$ cat src/rtl/ysyx_24090018_ifu_pkg.sv
// ---------------------------------------------------------------------------
// ysyx_24090018_ifu_pkg
//   Shared definitions for the NPC instruction fetch unit:
//     - ifu_state_e : IFU FSM state encoding (2 bits)
//     - fetch_err_e : fetch status codes reported alongside each instruction
//     - IFU_RESET_PC: default PC after reset
// ---------------------------------------------------------------------------
package ysyx_24090018_ifu_pkg;

  typedef enum logic [1:0] {
    IFU_REQ      = 2'd0,
    IFU_WAIT_RSP = 2'd1,
    IFU_OUT      = 2'd2,
    IFU_WAIT_NPC = 2'd3
  } ifu_state_e;

  typedef enum logic [1:0] {
    FE_OK       = 2'b00,
    FE_BUS      = 2'b01,
    FE_MISALIGN = 2'b10
  } fetch_err_e;

  localparam logic [31:0] IFU_RESET_PC = 32'h8000_0000;

endpackage

$ cat src/rtl/ysyx_24090018_ifu_reg.sv
// ---------------------------------------------------------------------------
// ysyx_24090018_ifu_reg
//   Generic enable register with synchronous, active-high reset.
//   Ports:
//     i_clk  : clock, all updates on posedge
//     i_rst  : synchronous reset, active high, loads RESET_VAL
//     i_wen  : write enable
//     i_din  : data in  [WIDTH-1:0]
//     o_dout : registered data out [WIDTH-1:0]
// ---------------------------------------------------------------------------
module ysyx_24090018_ifu_reg #(
  parameter int unsigned            WIDTH     = 1,
  parameter logic [WIDTH-1:0]       RESET_VAL = '0
) (
  input  logic             i_clk,
  input  logic             i_rst,
  input  logic             i_wen,
  input  logic [WIDTH-1:0] i_din,
  output logic [WIDTH-1:0] o_dout
);

  always_ff @(posedge i_clk) begin
    if (i_rst) begin
      o_dout <= RESET_VAL;
    end else if (i_wen) begin
      o_dout <= i_din;
    end
  end

endmodule

$ cat src/rtl/ysyx_24090018_ifu.sv
// ---------------------------------------------------------------------------
// ysyx_24090018_ifu
//   Instruction fetch unit: owns the PC, issues exactly one outstanding fetch
//   over a valid/ready instruction-memory port, holds the returned instruction
//   for the IDU (valid/ready), then waits for the next PC.
//
//   Ports:
//     clk, rst            : clock; synchronous active-low reset
//     npc_valid_i/npc_i   : next PC from write-back / next-PC logic
//     npc_ready_o         : IFU accepts next PC (WAIT_NPC)
//     imem_req_valid_o/imem_req_ready_i/imem_addr_o : fetch request
//     imem_rsp_valid_i/imem_rsp_data_i/imem_rsp_err_i : fetch response
//     inst_valid_o/inst_ready_i/inst_o/pc_o/fetch_err_o : to IDU
//
//   Optional feature (macro YSYX_24090018_IFU_PERF_EN):
//     perf_fetch_cnt_o : count of instructions handed to the IDU
//     perf_stall_cnt_o : cycles in REQ without req_ready, or in WAIT_RSP
// ---------------------------------------------------------------------------
module ysyx_24090018_ifu
  import ysyx_24090018_ifu_pkg::*;
#(
  parameter int unsigned         ADDR_W   = 32,
  parameter int unsigned         DATA_W   = 32,
  parameter logic [ADDR_W-1:0]   RESET_PC = ADDR_W'(IFU_RESET_PC)
) (
  input  logic              clk,
  input  logic              rst,
  input  logic              npc_valid_i,
  input  logic [ADDR_W-1:0] npc_i,
  output logic              npc_ready_o,
  output logic              imem_req_valid_o,
  input  logic              imem_req_ready_i,
  output logic [ADDR_W-1:0] imem_addr_o,
  input  logic              imem_rsp_valid_i,
  input  logic [DATA_W-1:0] imem_rsp_data_i,
  input  logic              imem_rsp_err_i,
  output logic              inst_valid_o,
  input  logic              inst_ready_i,
  output logic [DATA_W-1:0] inst_o,
  output logic [ADDR_W-1:0] pc_o,
  output logic [1:0]        fetch_err_o
`ifdef YSYX_24090018_IFU_PERF_EN
  ,
  output logic [31:0]       perf_fetch_cnt_o,
  output logic [31:0]       perf_stall_cnt_o
`endif
);

  ifu_state_e        r_state;
  ifu_state_e        w_state_nxt;

  logic [ADDR_W-1:0] w_pc;
  logic              w_pc_we;
  logic              w_misalign;

  logic              w_req_valid;
  logic              w_inst_valid;
  logic              w_npc_ready;

  logic              w_hold_we;
  logic [DATA_W+1:0] w_hold_d;
  logic [DATA_W+1:0] w_hold_q;

  logic              w_rst_hi;

  assign w_rst_hi   = ~rst;
  assign w_misalign = |w_pc[1:0];

  // State register
  always_ff @(posedge clk) begin
    if (!rst) begin
      r_state <= IFU_REQ;
    end else begin
      r_state <= w_state_nxt;
    end
  end

  // Next state, handshake outputs and holding-register load
  always_comb begin
    w_state_nxt  = r_state;
    w_req_valid  = 1'b0;
    w_inst_valid = 1'b0;
    w_npc_ready  = 1'b0;
    w_hold_we    = 1'b0;
    w_hold_d     = '0;
    w_pc_we      = 1'b0;
    unique case (r_state)
      IFU_REQ: begin
        if (w_misalign) begin
          // Misaligned PC never reaches memory; report it as a fetch result.
          w_hold_we   = 1'b1;
          w_hold_d    = {FE_MISALIGN, {DATA_W{1'b0}}};
          w_state_nxt = IFU_OUT;
        end else begin
          w_req_valid = 1'b1;
          if (imem_req_ready_i) begin
            w_state_nxt = IFU_WAIT_RSP;
          end
        end
      end
      IFU_WAIT_RSP: begin
        if (imem_rsp_valid_i) begin
          w_hold_we   = 1'b1;
          w_hold_d    = {(imem_rsp_err_i ? FE_BUS : FE_OK), imem_rsp_data_i};
          w_state_nxt = IFU_OUT;
        end
      end
      IFU_OUT: begin
        w_inst_valid = 1'b1;
        if (inst_ready_i) begin
          w_state_nxt = IFU_WAIT_NPC;
        end
      end
      IFU_WAIT_NPC: begin
        w_npc_ready = 1'b1;
        if (npc_valid_i) begin
          w_pc_we     = 1'b1;
          w_state_nxt = IFU_REQ;
        end
      end
      default: begin
        w_state_nxt = IFU_REQ;
      end
    endcase
  end

  // PC storage
  ysyx_24090018_ifu_reg #(
    .WIDTH     (ADDR_W),
    .RESET_VAL (RESET_PC)
  ) u_pc_reg (
    .i_clk  (clk),
    .i_rst  (w_rst_hi),
    .i_wen  (w_pc_we),
    .i_din  (npc_i),
    .o_dout (w_pc)
  );

  // Instruction + fetch status holding register: {fetch_err, inst}
  ysyx_24090018_ifu_reg #(
    .WIDTH     (DATA_W + 2),
    .RESET_VAL ('0)
  ) u_hold_reg (
    .i_clk  (clk),
    .i_rst  (w_rst_hi),
    .i_wen  (w_hold_we),
    .i_din  (w_hold_d),
    .o_dout (w_hold_q)
  );

  // Handshake outputs are forced low while reset is asserted, regardless of
  // whatever state the FSM held before the reset edge.
  assign imem_req_valid_o = w_req_valid  & rst;
  assign inst_valid_o     = w_inst_valid & rst;
  assign npc_ready_o      = w_npc_ready  & rst;

  assign imem_addr_o = w_pc;
  assign pc_o        = w_pc;
  assign inst_o      = w_hold_q[DATA_W-1:0];
  assign fetch_err_o = w_hold_q[DATA_W +: 2];

`ifdef YSYX_24090018_IFU_PERF_EN
  logic [31:0] r_perf_fetch;
  logic [31:0] r_perf_stall;

  always_ff @(posedge clk) begin
    if (!rst) begin
      r_perf_fetch <= '0;
      r_perf_stall <= '0;
    end else begin
      if (r_state == IFU_OUT && inst_ready_i) begin
        r_perf_fetch <= r_perf_fetch + 32'd1;
      end
      if ((r_state == IFU_REQ && !imem_req_ready_i) || r_state == IFU_WAIT_RSP) begin
        r_perf_stall <= r_perf_stall + 32'd1;
      end
    end
  end

  assign perf_fetch_cnt_o = r_perf_fetch;
  assign perf_stall_cnt_o = r_perf_stall;
`endif

endmodule

$ cat config.mk
export PLATFORM = sky130hd
export DESIGN_NAME = ysyx_24090018_ifu
export DESIGN_NICKNAME = d
export VERILOG_FILES = /design/src/rtl/ysyx_24090018_ifu_pkg.sv /design/src/rtl/ysyx_24090018_ifu_reg.sv /design/src/rtl/ysyx_24090018_ifu.sv
export SDC_FILE = /design/constraint.sdc
export NUM_CORES = 1
export LEC_CHECK = 0
export CAP_MARGIN = 10
export CORE_MARGIN = 2
export CORE_UTILIZATION = 34
export CTS_CLUSTER_DIAMETER = 60
export DETAILED_ROUTE_END_ITERATION = 7
export PLACE_DENSITY = 0.76
export SLEW_MARGIN = 20
export SYNTH_ARGS = -nofsm -noshare
export SYNTH_HDL_FRONTEND = slang
export SYNTH_SLANG_ARGS = --single-unit
$ cat constraint.sdc
create_clock -name clk -period 1.6 [get_ports clk]
set_clock_uncertainty 0.15 [all_clocks]
set_input_delay 0.16 -clock clk [delete_from_list [all_inputs] [get_ports clk]]
set_output_delay 0.16 -clock clk [all_outputs]
set_load 0.05 [all_outputs]
# [Yosys cells after proc, flatten, opt, wreduce, memory -nomap -nowiden]
# Index checks and enable logic that the tools add are counted.
[op_classes] bitwise=3 muxes=19 n_eq_ne=7 reduce_logical=3
[ops] operator="$pmux 34 s2" n=1
[ops] operator="$mux 34" n=1
[ops] operator="$mux 33" n=1
[ops] operator="$mux 2" n=5
[ops] operator="$mux 1" n=9
[ops] operator="$pmux 2 s4" n=1
[ops] operator="$ne 2x2->1 const B" n=3
[ops] operator="$eq 2x2->1 const B" n=2
[ops] operator="$reduce_and 4->1" n=1
[ops] operator="$and 1x1->1" n=3
[ops] operator="$ne 3x3->1 const B" n=1
[ops] operator="$eq 2x1->1 const B" n=1
[ops] operator="$logic_not 2->1" n=1
[ops] operator="$pmux 1 s2" n=1
[ops] operator="$reduce_or 2->1" n=1
[totals] word_cells=35 ff_bits=68

# [Depth between registers and ports, before layout]
[logic_depth] ltp_word=4 ltp_mapped=7 ltp_nobuf=5

# [Modules after synthesis]
# Synthesis repeated with hierarchy kept, for this count alone.
[unflattened] hier_cells=314 hier_area_um2=3128.0
[by_module_without_submodules] module="ysyx_24090018_ifu_reg (u_hold_reg)" cells_per_inst=110 area_each_um2=1238.7 instances=1
[by_module_without_submodules] module="ysyx_24090018_ifu_reg (u_pc_reg)" cells_per_inst=103 area_each_um2=1166.1 instances=1
[by_module_without_submodules] module="ysyx_24090018_ifu" cells_per_inst=101 area_each_um2=723.2 instances=1

# [Worst setup path after synthesis]
# OpenSTA, ideal clock, no wires.
[synth_path] kind="in2out" from="in rst" to="out imem_req_valid_o" arrival_ps=1739 n_path_buf=2 setup_slack_ps=-449 path_stages=4 required_ps=1290 path_cell_list="clkbuf_1 > clkbuf_1 > nand2_1 > nor3_1"
[synth_between] elab_chain_len=1
[synth_lines] element="start, declared" line="ysyx_24090018_ifu.sv:27" source="input logic rst,"
[synth_lines] element="$and 1x1->1" line="ysyx_24090018_ifu.sv:153" source="assign imem_req_valid_o = w_req_valid & rst;"
[synth_lines] element="end, declared" line="ysyx_24090018_ifu.sv:31" source="output logic imem_req_valid_o,"
# Every way passes these cells.

# [Worst setup path after layout]
[layout_path] from="reg r_state[0]" to="reg r_state[0]"
[layout_between] elab_chain_len=3 word_cells_on_any_way=10
[layout_lines] element="start, declared" line="ysyx_24090018_ifu.sv:49" source="ifu_state_e r_state;"
[layout_lines] element="start signal, assigned" line="ysyx_24090018_ifu.sv:74" source="r_state <= w_state_nxt;"
[layout_lines] element="$eq 2x2->1, or another cell as far along" line="ysyx_24090018_ifu.sv:87" source="unique case (r_state)"
[layout_lines] element="$ne 2x2->1 (no source line) / $ne 3x3->1 (equally long branches)"
[layout_lines] element="$reduce_and 4->1 (no source line)"
# Parallel ways exist; a longest one is shown, timed or not.
# A chain may end at the register's enable or synchronous reset.

==> flow_metrics.env <==
export IMPL_drv_cap=0
export IMPL_cts_tree="built"
export IMPL_slew_violations=0
export IMPL_drive_gt1_share_pct=33.40
export IMPL_grt_pass1_wl_um=13380
export IMPL_dr_total_vias=2854
export IMPL_coreArea_sq_um=8299
export IMPL_rsz0062_at_grt="true"
export IMPL_gp_congestion=0.7900
export IMPL_arrival_ps=1800
export IMPL_irDropWorstVdd_uv=682.5
export IMPL_critPathLaunchType="flip-flop"
export IMPL_swShare_pct=36.40
export IMPL_io_buffers=171
export IMPL_finalNonFillerCells=614
export IMPL_hold_class="in2reg"
export IMPL_grt_ovfl_total=0
export IMPL_row_count=33
export IMPL_ys_warn_count=0
export IMPL_die_area_sq_um=9427
export IMPL_p_leak_nw=2.023
export IMPL_drc=0
export IMPL_cts_hold_buf=0
export IMPL_p_int_mw=3.509
export IMPL_nets=581
export IMPL_cp_end_kind="flip-flop"
export IMPL_layout_commonest_cell="buf_4"
export IMPL_n_antenna_cell=0
export IMPL_p_switching_mw=2.008
export IMPL_die_y_um=97.10
export IMPL_power_frac_clock_pct=24.9
export IMPL_cts_buffer_depth=2
export IMPL_worstSetupPathType="reg2reg"
export IMPL_cts_made_buffers=9
export IMPL_fin_tns_setup_ps=-436.7
export IMPL_seqPwrFrac_pct=35.7
export IMPL_seq_area_frac_synth_pct=46.20
export IMPL_drtIter0Drc=76
export IMPL_p_total_mw=5.518
export IMPL_grt_pass1_vias=2728
export IMPL_io_pins=172
export IMPL_areaGrowthSynthToFinish_pct=67.09
export IMPL_dr_pass1_iters=4
export IMPL_synthCells=351
export IMPL_clk_transition_reported_paths_ps=70
export IMPL_hold_violations=0
export IMPL_antenna_found_initial=0
export IMPL_fin_crit_ps=1732
export IMPL_mostFrequentLayoutCells="buf_4 (110), nand2_1 (100), clkdlybuf4s50_1 (69)"
export IMPL_worstSkewPairLatency_ps=330
export IMPL_setup_viol=5
export IMPL_grt_use_total_pct=17.21
export IMPL_max_slew_margin_pct=75.48
export IMPL_fin_ws_ps=-132.5
export IMPL_postRouteAntennaNets=0
export IMPL_fmax_mhz=577.2
export IMPL_hpwl_um=6029
export IMPL_tightestPinTransition_ps=366.3
export IMPL_wire_per_inst_um=13.51
export IMPL_status="finished with violations"
export IMPL_failed_checks="setup timing"
export IMPL_syn_avg_cell_area_sq_um=8.395
export IMPL_clock_sinks=68
export IMPL_worstPathMaxFanout=3
export IMPL_ys_seq_elements=68
export IMPL_power_density_nw_per_um2=1121
export IMPL_crit_required_ps=1670
export IMPL_grt_max_degree=35
export IMPL_synth_nets=427
export IMPL_fin_crit_sh_pct=108.3
export IMPL_p_comb_share_pct=39.4
export IMPL_dp_cells=592
export IMPL_die_width_um=97.10
export IMPL_routed_wl_um=8295
export IMPL_via_per_inst=4.648
export IMPL_whs_ps=84.60
export IMPL_syn_cell_area_sq_um=2947
export IMPL_synth_cell_type_count=22
export IMPL_root_buffer="clkbuf_8"
export IMPL_htreeDepth=3
export IMPL_initial_core_util_pct=35.50
==> final timing paths <==
check	cells past startpoint	end	start	slack (ps)
setup / recovery	5	r_state[0]	r_state[0]	-130
hold / removal	2	r_state[0]	rst	80
setup reg to reg	5	r_state[0]	r_state[0]	-130
hold reg to reg	2	u_hold_reg.o_dout[33]	u_hold_reg.o_dout[33]	310
==> power by group through the flow <==
stage,registers [mW],logic [mW],clock network (mW)
finish,1.97,2.18,1.37
global route,1.99,2.31,1.52
CTS,1.97,2.13,1.42
detailed placement,2.02,1.95,0
global placement,2.01,1.92,0
floorplan,2.48,0.738,0
==> synthesized netlist by cell type <==
library cell | n | share of area [%]
dfxtp_1 | 68 | 46
o21ai_2 | 1 | 0.30
o21ai_0 | 1 | 0.17
clkbuf_1 | 15 | 1.9
o32ai_1 | 1 | 0.30
a21boi_0 | 20 | 5.1
inv_1 | 3 | 0.38
nor2b_1 | 4 | 0.85
nand3_1 | 34 | 5.8
buf_2 | 9 | 1.5
nor3b_1 | 1 | 0.25
a21boi_1 | 45 | 11
and2_1 | 4 | 0.85
ha_1 | 5 | 2.1
or4_1 | 1 | 0.25
nor3_1 | 1 | 0.17
buf_1 | 1 | 0.13
or3_1 | 1 | 0.21
buf_4 | 32 | 8.2
o221a_1 | 1 | 0.38
a2111oi_2 | 1 | 0.51
nand2_1 | 102 | 13
==> logic make-up (layout without fill, tap and decap cells) <==
kind of cell / count (synthesis) / in the layout / share of synthesized area (%)
adders and majority gates: 5 / 5 / 2.123
and+or+nand+nor: 148 / 148 / 21.36
AOI/OAI and AO/OA: 70 / 70 / 18.22
buffers and inverters: 60 / 218 / 12.10
DFF: 68 / 68 / 46.20
==> critical path, stage by stage (launching register included) <==
cell and delay (ps):
dfxtp_4 360, buf_6 120, ha_4 140, nor2b_4 120, or4_4 520, o221a_1 220
==> cell type report <==
type / instances / area [sq um]
clock buffers: 9 / 123.9
clock inverters: 6 / 65.06
fillers: 706 / 3376
inverters: 3 / 16.27
multi-input cells: 223 / 1359
flip-flops and latches: 68 / 1371
well taps: 105 / 131.4
repair buffers: 200 / 1857
==> state kept, by name, summed over array words and instances (netlist names) <==
name               count
r_state                2
u_pc_reg.o_dout       32
u_hold_reg.o_dout     34
==> through the flow <==
step / util (%) / cell area [sq um] / setup WS (ps)
after floorplan: - / 3004 / -39.17
after global placement: 54.79 / 4547 / -125.0
after detailed placement: 54.79 / 4547 / -141.5
after CTS: 58.57 / 4861 / -162.3
after global routing: 59.32 / 4923 / -169.5
final: 59.32 / 4923 / -132.5
==> routing by layer <==
metal	track usage, %	vias to the layer above	wire length [um]
met4	5.092	0	109
met1	20.01	1303	3501
met2	29.75	115	3995
met3	6.115	10	689
li1	-	1426	-
met5	0	-	0
==> what timing repair did <==
item | 4_1_cts | 5_1_grt
cloned | 0 | 1
pin swaps | 7 | 2
resized for setup | 21 | 7
buffers inserted | 5 | 1
endpoints found under the setup margin | 5 | 37
No activity file was read; power rests on OpenSTA's default activity.
